[config.mk]
export PLATFORM = sky130hd
export DESIGN_NAME = fpu_pack
export DESIGN_NICKNAME = d
export VERILOG_FILES = /design/src/rtl/fpu_pkg.sv /design/src/rtl/fpu_lzc.sv /design/src/rtl/fpu_pack.sv
export SDC_FILE = /design/constraint.sdc
export NUM_CORES = 1
export LEC_CHECK = 0
export ABC_AREA = 1
export ABC_CLOCK_PERIOD_IN_PS = 3800
export CORE_MARGIN = 2
export CORE_UTILIZATION = 55
export DETAILED_ROUTE_END_ITERATION = 8
export PLACE_DENSITY = 0.88
export SYNTH_ARGS = -nofsm -noshare
export SYNTH_HDL_FRONTEND = slang
export SYNTH_SLANG_ARGS = --single-unit
[constraint.sdc]
create_clock -name clk -period 3.8 [get_ports clk]
set_clock_uncertainty 0.2 [all_clocks]
set_input_delay 0.57 -clock clk [delete_from_list [all_inputs] [get_ports clk]]
set_output_delay 0.57 -clock clk [all_outputs]
set_load 0.01 [all_outputs]
[src/rtl/fpu_pkg.sv]
// Shared FPU constants and types: IEEE-754 single layout, extended mantissa bit
// positions, canonical results and the operator tag encoding.
package fpu_pkg;

  localparam int EXP_BIAS = 127;
  localparam int EXP_MAX  = 255;
  localparam int MANT_W   = 28;
  localparam int EXP_W    = 10;

  // Extended mantissa: [27] carry, [26] hidden, [25:3] fraction, [2:0] G/R/S
  localparam int CARRY  = 27;
  localparam int HIDDEN = 26;
  localparam int G      = 2;
  localparam int R      = 1;
  localparam int S      = 0;

  localparam logic [31:0] POS_INF  = 32'h7F80_0000;
  localparam logic [31:0] NEG_INF  = 32'hFF80_0000;
  localparam logic [31:0] POS_ZERO = 32'h0000_0000;
  localparam logic [31:0] NEG_ZERO = 32'h8000_0000;

  typedef enum logic [1:0] {
    ADD = 2'b00,
    SUB = 2'b01
  } fpu_op_e;

  typedef struct packed {
    logic overflow;
    logic underflow;
    logic inexact;
  } fpu_flags_t;

  function automatic logic [31:0] pack_sp(input logic sign, input logic [7:0] exp8,
                                          input logic [22:0] frac);
    return {sign, exp8, frac};
  endfunction

endpackage

[src/rtl/fpu_lzc.sv]
// Combinational leading-zero counter; the count is taken from the MSB downward
// and equals W when the input is all zeros.
module fpu_lzc #(
  parameter int W  = 27,
  parameter int CW = 5
) (
  input  logic [W-1:0]  data_i,
  output logic [CW-1:0] count_o
);

  // Scanning upward lets the highest set bit make the final assignment.
  always_comb begin
    count_o = CW'(W);
    for (int i = 0; i < W; i++) begin
      if (data_i[i]) count_o = CW'(W - 1 - i);
    end
  end

endmodule

[src/rtl/fpu_pack.sv]
// FPU back end: normalize, round-to-nearest-even and pack an IEEE-754 single in a
// three-stage pipeline that stalls as a whole under consumer backpressure.
module fpu_pack
  import fpu_pkg::*;
#(
  parameter int MANT_W = 28,
  parameter int EXP_W  = 10
) (
  input  logic              clk,
  input  logic              rst_n,
  input  logic              in_valid,
  output logic              in_ready,
  input  logic              in_sign,
  input  logic [EXP_W-1:0]  in_exponent,
  input  logic [MANT_W-1:0] in_mantissa,
  input  logic [1:0]        in_operator,
  output logic              out_valid,
  input  logic              out_ready,
  output logic [31:0]       out_result,
  output logic [1:0]        out_operator,
  output logic              out_overflow,
  output logic              out_underflow,
  output logic              out_inexact
);

  localparam int XW = EXP_W + 1;
  localparam int NW = MANT_W - 1;
  localparam logic signed [XW-1:0] EXP_ONE = XW'(1);
  localparam logic signed [XW-1:0] EXP_TOP = XW'(EXP_MAX);
  localparam logic signed [XW-1:0] EXP_LOW = '0;

  logic advance;
  assign advance  = !out_valid | out_ready;
  assign in_ready = advance;

  // ---------------- S1: normalize ----------------
  logic [4:0]           lzc;
  logic signed [XW-1:0] exp_ext;
  logic signed [XW-1:0] s1_exp_d;
  logic [NW-1:0]        s1_mant_d;
  logic                 s1_zero_d;

  fpu_lzc #(.W(NW), .CW(5)) u_lzc (
    .data_i (in_mantissa[NW-1:0]),
    .count_o(lzc)
  );

  assign exp_ext = {in_exponent[EXP_W-1], in_exponent};

  always_comb begin
    s1_zero_d = (in_mantissa == '0);
    s1_mant_d = in_mantissa[NW-1:0] << lzc;
    s1_exp_d  = exp_ext - $signed({{(XW-5){1'b0}}, lzc});
    if (in_mantissa[CARRY]) begin
      s1_mant_d = {in_mantissa[CARRY:G], in_mantissa[R] | in_mantissa[S]};
      s1_exp_d  = exp_ext + EXP_ONE;
    end
  end

  logic                 s1_valid_q, s1_sign_q, s1_zero_q;
  logic signed [XW-1:0] s1_exp_q;
  logic [NW-1:0]        s1_mant_q;
  logic [1:0]           s1_op_q;

  always_ff @(posedge clk or negedge rst_n) begin
    if (!rst_n) begin
      s1_valid_q <= 1'b0;
      s1_sign_q  <= 1'b0;
      s1_zero_q  <= 1'b0;
      s1_exp_q   <= '0;
      s1_mant_q  <= '0;
      s1_op_q    <= '0;
    end else if (advance) begin
      s1_valid_q <= in_valid;
      s1_sign_q  <= in_sign;
      s1_zero_q  <= s1_zero_d;
      s1_exp_q   <= s1_exp_d;
      s1_mant_q  <= s1_mant_d;
      s1_op_q    <= in_operator;
    end
  end

  // ---------------- S2: round to nearest even ----------------
  logic                 round_up;
  logic [24:0]          rounded;
  logic signed [XW-1:0] s2_exp_d;
  logic [22:0]          s2_frac_d;
  logic                 s2_inexact_d;

  always_comb begin
    round_up     = s1_mant_q[G] & (s1_mant_q[R] | s1_mant_q[S] | s1_mant_q[G+1]);
    rounded      = {1'b0, s1_mant_q[HIDDEN:G+1]} + {24'd0, round_up};
    s2_inexact_d = s1_mant_q[G] | s1_mant_q[R] | s1_mant_q[S];
    s2_exp_d     = s1_exp_q;
    s2_frac_d    = rounded[22:0];
    // A carry out of the significand can only come from all-ones, so the
    // renormalized fraction is zero.
    if (rounded[24]) begin
      s2_exp_d  = s1_exp_q + EXP_ONE;
      s2_frac_d = rounded[23:1];
    end
  end

  logic                 s2_valid_q, s2_sign_q, s2_zero_q, s2_inexact_q;
  logic signed [XW-1:0] s2_exp_q;
  logic [22:0]          s2_frac_q;
  logic [1:0]           s2_op_q;

  always_ff @(posedge clk or negedge rst_n) begin
    if (!rst_n) begin
      s2_valid_q   <= 1'b0;
      s2_sign_q    <= 1'b0;
      s2_zero_q    <= 1'b0;
      s2_inexact_q <= 1'b0;
      s2_exp_q     <= '0;
      s2_frac_q    <= '0;
      s2_op_q      <= '0;
    end else if (advance) begin
      s2_valid_q   <= s1_valid_q;
      s2_sign_q    <= s1_sign_q;
      s2_zero_q    <= s1_zero_q;
      s2_inexact_q <= s2_inexact_d;
      s2_exp_q     <= s2_exp_d;
      s2_frac_q    <= s2_frac_d;
      s2_op_q      <= s1_op_q;
    end
  end

  // ---------------- S3: exceptions and pack ----------------
  logic [31:0] res_d;
  fpu_flags_t  flags_d;

  always_comb begin
    res_d   = pack_sp(s2_sign_q, s2_exp_q[7:0], s2_frac_q);
    flags_d = '{overflow: 1'b0, underflow: 1'b0, inexact: s2_inexact_q};
    if (s2_zero_q) begin
      res_d   = s2_sign_q ? NEG_ZERO : POS_ZERO;
      flags_d = '0;
    end else if (s2_exp_q >= EXP_TOP) begin
      res_d   = s2_sign_q ? NEG_INF : POS_INF;
      flags_d = '{overflow: 1'b1, underflow: 1'b0, inexact: 1'b1};
    end else if (s2_exp_q <= EXP_LOW) begin
      res_d   = s2_sign_q ? NEG_ZERO : POS_ZERO;
      flags_d = '{overflow: 1'b0, underflow: 1'b1, inexact: 1'b1};
    end
  end

  logic        out_valid_q;
  logic [31:0] res_q;
  logic [1:0]  op_q;
  fpu_flags_t  flags_q;

  always_ff @(posedge clk or negedge rst_n) begin
    if (!rst_n) begin
      out_valid_q <= 1'b0;
      res_q       <= '0;
      op_q        <= '0;
      flags_q     <= '0;
    end else if (advance) begin
      out_valid_q <= s2_valid_q;
      if (s2_valid_q) begin
        res_q   <= res_d;
        op_q    <= s2_op_q;
        flags_q <= flags_d;
      end
    end
  end

  assign out_valid     = out_valid_q;
  assign out_result    = res_q;
  assign out_operator  = op_q;
  assign out_overflow  = flags_q.overflow;
  assign out_underflow = flags_q.underflow;
  assign out_inexact   = flags_q.inexact;

endmodule

==> reports/results.tsv <==
metric	value	unit
status	complete, but fails checks	
violations	setup timing	
n_fill_cell	1016	
critical_path.n_buffers_inverters	6	
critPathLaunchType	primary input	
compound_gate_fraction_of_synth_area	14.46	%
drv.max_cap_violation_count	0	
final_layout_size_suffix_gt1_share	17.16	%
hold_buffers	0	
die_x	121.8	microns
dpl_cell_area	0.009420	sq mm
sequentialPowerShare	36.7	%
worst_setup_end_kind	register	
synth.ff_latch_count	121	
detail_route.wl_per_cell	17.01	microns
crit_path_max_incr_delay	0.54	ns
netlist_area_before_placement	0.007631	sq mm
power.share.combinational	38.0	%
tightest_pin_transition	1.031	ns
viasPerCell	5.819	
power_density	557.6	mW/mm^2
synth_adder_area_share	2.558	%
pwr-share-clk	25.3	%
placement.io_buffers	83	
grt_pass1_wl	39820	microns
ant_nets	0	
std_cell_rows	43	
grt_overflow	0	
total_switching_power	2.129	mW
numClockSinks	121	
syn2layout_area_growth	33.76	%
timing.final.max_slew_violations	0	
first_global_vias	7928	
setup_ws	-0.1102	ns
place_worst_setup_slack	-0.9902	ns
setup-violations-final	3	
hpwl	17210	microns
insertion_delay_of_the_later_clocked_pin_in_the_worst_skew_pair	0.42	ns
grt_start_max_net_pins	86	
start_util	55.62	%
post_synth_and_or_nand_nor_area_fraction	30.32	%
fp.dieH	121.8	microns
cts_root_buf	sky130_fd_sc_hd__clkbuf_16	
syn_avg_cell_area	7.145	sq um
detailroute.via_count	8472	
drt_pass_1_iters	6	
htree_num_levels	4	
cts-buffers-inserted	17	
seq_area_frac_synth	39.68	%
final_period_util	102.9	%
worst-endpoint-arrival	3.99	ns
antenna_found_initial	0	
finish.net_count	1325	
maxSlewHeadroom	31.27	%
fin_worst_hold_slack	0.1263	ns
ir_drop	0.0002719	V
data_required_time_of_the_critical_path	3.88	ns
yosysWarningCount	0	
timing.final.crit_period	3.910	ns
synth_top_family_by_area	simple AND/OR/NAND/NOR gates	
synthesis.nets	1128	
timing.fmax	255.7	MHz
cpLargestDelayFamily	buffers and inverters	
timing.critical_path.fanout_max	4	
layout.cell_area.non_filler	0.01021	sq mm
die-area	0.01483	sq mm
switching_part_of_the_total_power	37.39	%
number_of_remaining_drc_errors	0	
post_synth_cell_types	49	
n_antenna_cell	0	
core_region_area	0.01372	sq mm
place_congestion	1.059	
grt_usage	34.44	%
critical_path.slowest_cell	sky130_fd_sc_hd__clkdlybuf4s50_1	
drt_iter0_markers	838	
boundaryPins	84	
register_area	0.003028	sq mm
detail_route.wirelength	24760	microns
cts_tree	done	
fraction_of_synthesized_cell_area_in_xor_and_xnor_cells	3.328	%
clk_path_buf_depth	2	
setup_repair_after_global_routing_missed_its_margin	true	
multiplexer_fraction_of_the_synthesized_cell_area	0	%
internal_power	3.564	mW
power.leakage	5.047	nW
clkTransAtPathRegs	0.05	ns
timing.setup.critical_path_class	in -> reg	
hold_path.class	in -> async	
crit_path_cell_trace	clkdlybuf4s50_1, inv_1, buf_4, nand3_1, nand3_1, a31oi_1, o21ai_1, a31oi_2, inv_2, ha_4, inv_2, nor3_2, ha_1, inv_1, nor2_1, ha_1, nand2_1, o21ai_2, nand3_1, nand2_1, a21oi_1, o21ai_1, xnor2_1, o21ai_1	
multiInputGateArea	0.004006	sq mm
final-hold-violation-count	0	
netlist_instances	1068	
==> synthesized netlist by cell type, drive strengths merged <==
library cell	instances	area (sq um)
a211o	1	8.760
a211oi	1	7.510
a21oi	42	214.0
a221oi	2	17.52
a22oi	6	50.05
a31oi	8	56.30
a32o	1	10.01
and3	1	6.260
buf	13	83.82
clkbuf	31	116.4
clkinv	2	7.510
dfrtp	121	3028
fa	1	20.02
ha	14	175.2
inv	141	529.3
nand2	250	958.4
nand3	161	820.8
nand4	12	75.07
nor2	74	277.8
nor3	10	60.06
nor4	17	106.4
nor4b	1	8.760
o2111ai	1	8.760
o211ai	8	60.06
o21ai	98	494.2
o21bai	3	22.52
o221ai	7	61.31
o22a	1	8.760
o22ai	4	25.02
o2bb2ai	1	8.760
o311ai	1	8.760
o31ai	2	15.01
o32ai	2	17.52
o41ai	1	8.760
xnor2	9	78.83
xor2	20	175.2
==> final timing paths <==
kind,startpoint,end,slack (ns),depth (start not counted)
min in group clk,s2_valid_q$_DFFE_PN0N_,out_valid$_DFFE_PN0N_,0.28,2
max in group asynchronous,rst_n,out_result[11]$_DFFE_PN0P_,2.40,2
setup reg to reg,s1_mant_q[2]$_DFFE_PN0N_,s2_exp_q[10]$_DFFE_PN0N_,0.51,17
hold / removal,rst_n,s1_valid_q$_DFFE_PN0N_,0.13,1
hold reg to reg,s2_valid_q$_DFFE_PN0N_,out_valid$_DFFE_PN0N_,0.28,2
setup / recovery,in_mantissa[11],s1_exp_q[9]$_DFFE_PN0N_,-0.11,24
==> layout by cell type (no fill, tap or decap), types with 4 or more instances in the layout <==
cell	instances
sky130_fd_sc_hd__clkbuf_8	4
sky130_fd_sc_hd__clkinv_2	5
sky130_fd_sc_hd__o22ai_1	4
sky130_fd_sc_hd__o221ai_1	7
sky130_fd_sc_hd__buf_4	139
sky130_fd_sc_hd__xor2_1	18
sky130_fd_sc_hd__nor4_1	17
sky130_fd_sc_hd__ha_1	13
sky130_fd_sc_hd__nor2_1	73
sky130_fd_sc_hd__o21ai_1	15
sky130_fd_sc_hd__nand3_2	6
sky130_fd_sc_hd__a21oi_1	37
sky130_fd_sc_hd__nand2_1	243
sky130_fd_sc_hd__o211ai_1	8
sky130_fd_sc_hd__dfrtp_1	121
sky130_fd_sc_hd__o21ai_2	4
sky130_fd_sc_hd__a31oi_1	5
sky130_fd_sc_hd__clkdlybuf4s50_1	71
sky130_fd_sc_hd__nor3_1	7
sky130_fd_sc_hd__clkbuf_16	17
sky130_fd_sc_hd__nand3_1	154
sky130_fd_sc_hd__dlygate4sd2_1	7
sky130_fd_sc_hd__inv_1	129
sky130_fd_sc_hd__xnor2_1	9
sky130_fd_sc_hd__a22oi_1	5
sky130_fd_sc_hd__inv_2	9
sky130_fd_sc_hd__o21ai_0	79
sky130_fd_sc_hd__a21oi_2	5
sky130_fd_sc_hd__nand4_1	12
sky130_fd_sc_hd__nand2_2	5
==> worst register-to-register path: cells and delay by family (launching register included) <==
family / cells / cell delay (ns)
buf+inv: 2 / 0.25
compound gates: 1 / 0.06
simple gates: 12 / 1.94
fa+ha+maj: 1 / 0.17
xor+xnor: 1 / 0.15
flops: 1 / 0.39
==> registers in the layout (all words and copies together), names as in the netlist <==
register / flops
s2_inexact_q: 1
out_inexact: 1
s1_sign_q: 1
out_overflow: 1
s2_op_q: 2
s1_zero_q: 1
out_operator: 2
s2_exp_q: 11
s1_mant_q: 27
s2_frac_q: 23
s1_op_q: 2
out_valid: 1
s2_valid_q: 1
s2_sign_q: 1
s2_zero_q: 1
s1_exp_q: 11
out_underflow: 1
s1_valid_q: 1
out_result: 32
==> layout make-up <==
| class | instances | share of cell area, % |
|---|---|---|
| Timing Repair Buffer | 222 | 18.24 |
| Multi-Input combinational cell | 760 | 39.25 |
| Inverter | 143 | 5.430 |
| Clock inverter | 8 | 0.4658 |
| Sequential cell | 121 | 29.66 |
| Clock buffer | 22 | 4.744 |
| Tap cell | 180 | 2.206 |
==> repair_timing <==
item	in CTS	in global routing
resized for setup	31	21
cloned	0	0
pin swaps	14	13
endpoints found under the setup margin	9	9
setup buffers	22	5
==> power groups by stage <==
stage               Combinational [mW]  Clock [mW]  Sequential (mW)
finish                            2.16        1.44             2.09
global route                      2.39        1.50             2.14
CTS                               2.11        1.45             2.08
detailed placement                2.02           0             2.09
global placement                  1.94           0             2.05
floorplan                         1.11           0             2.10
==> per-layer routing <==
| metal | vias up | share of wire [%] | global-route usage [%] |
|---|---|---|---|
| met5 | - | 0 | 0 |
| met4 | 0 | 4.9 | 17.53 |
| met3 | 95 | 7.4 | 5.524 |
| met2 | 444 | 48 | 57.58 |
| met1 | 3983 | 40 | 43.28 |
| li1 | 3950 | - | - |
==> logic make-up (layout without fill, tap and decap cells) <==
logic type               count (synthesis)  count (layout)
adder cells (fa/ha/maj)                 15              15
flip-flops                             121             121
AO/OA/AOI/OAI                          190             190
AND/OR/NAND/NOR                        526             526
XOR/XNOR                                29              29
buffers and inverters                  187             395
==> per-stage QoR <==
step                utilization, %  power (mW)  setup TNS, ns  instances
finish                       74.40       5.692        -0.2455       1456
global route                 74.40       6.022         -1.883       1456
CTS                          73.67       5.631       -0.02607       1454
detailed placement           68.66       4.110         -9.521       1402
global placement             68.66       3.994         -7.220       1402
floorplan                        -       3.210        -0.3583       1068
Power figures use the tool's default switching activity.
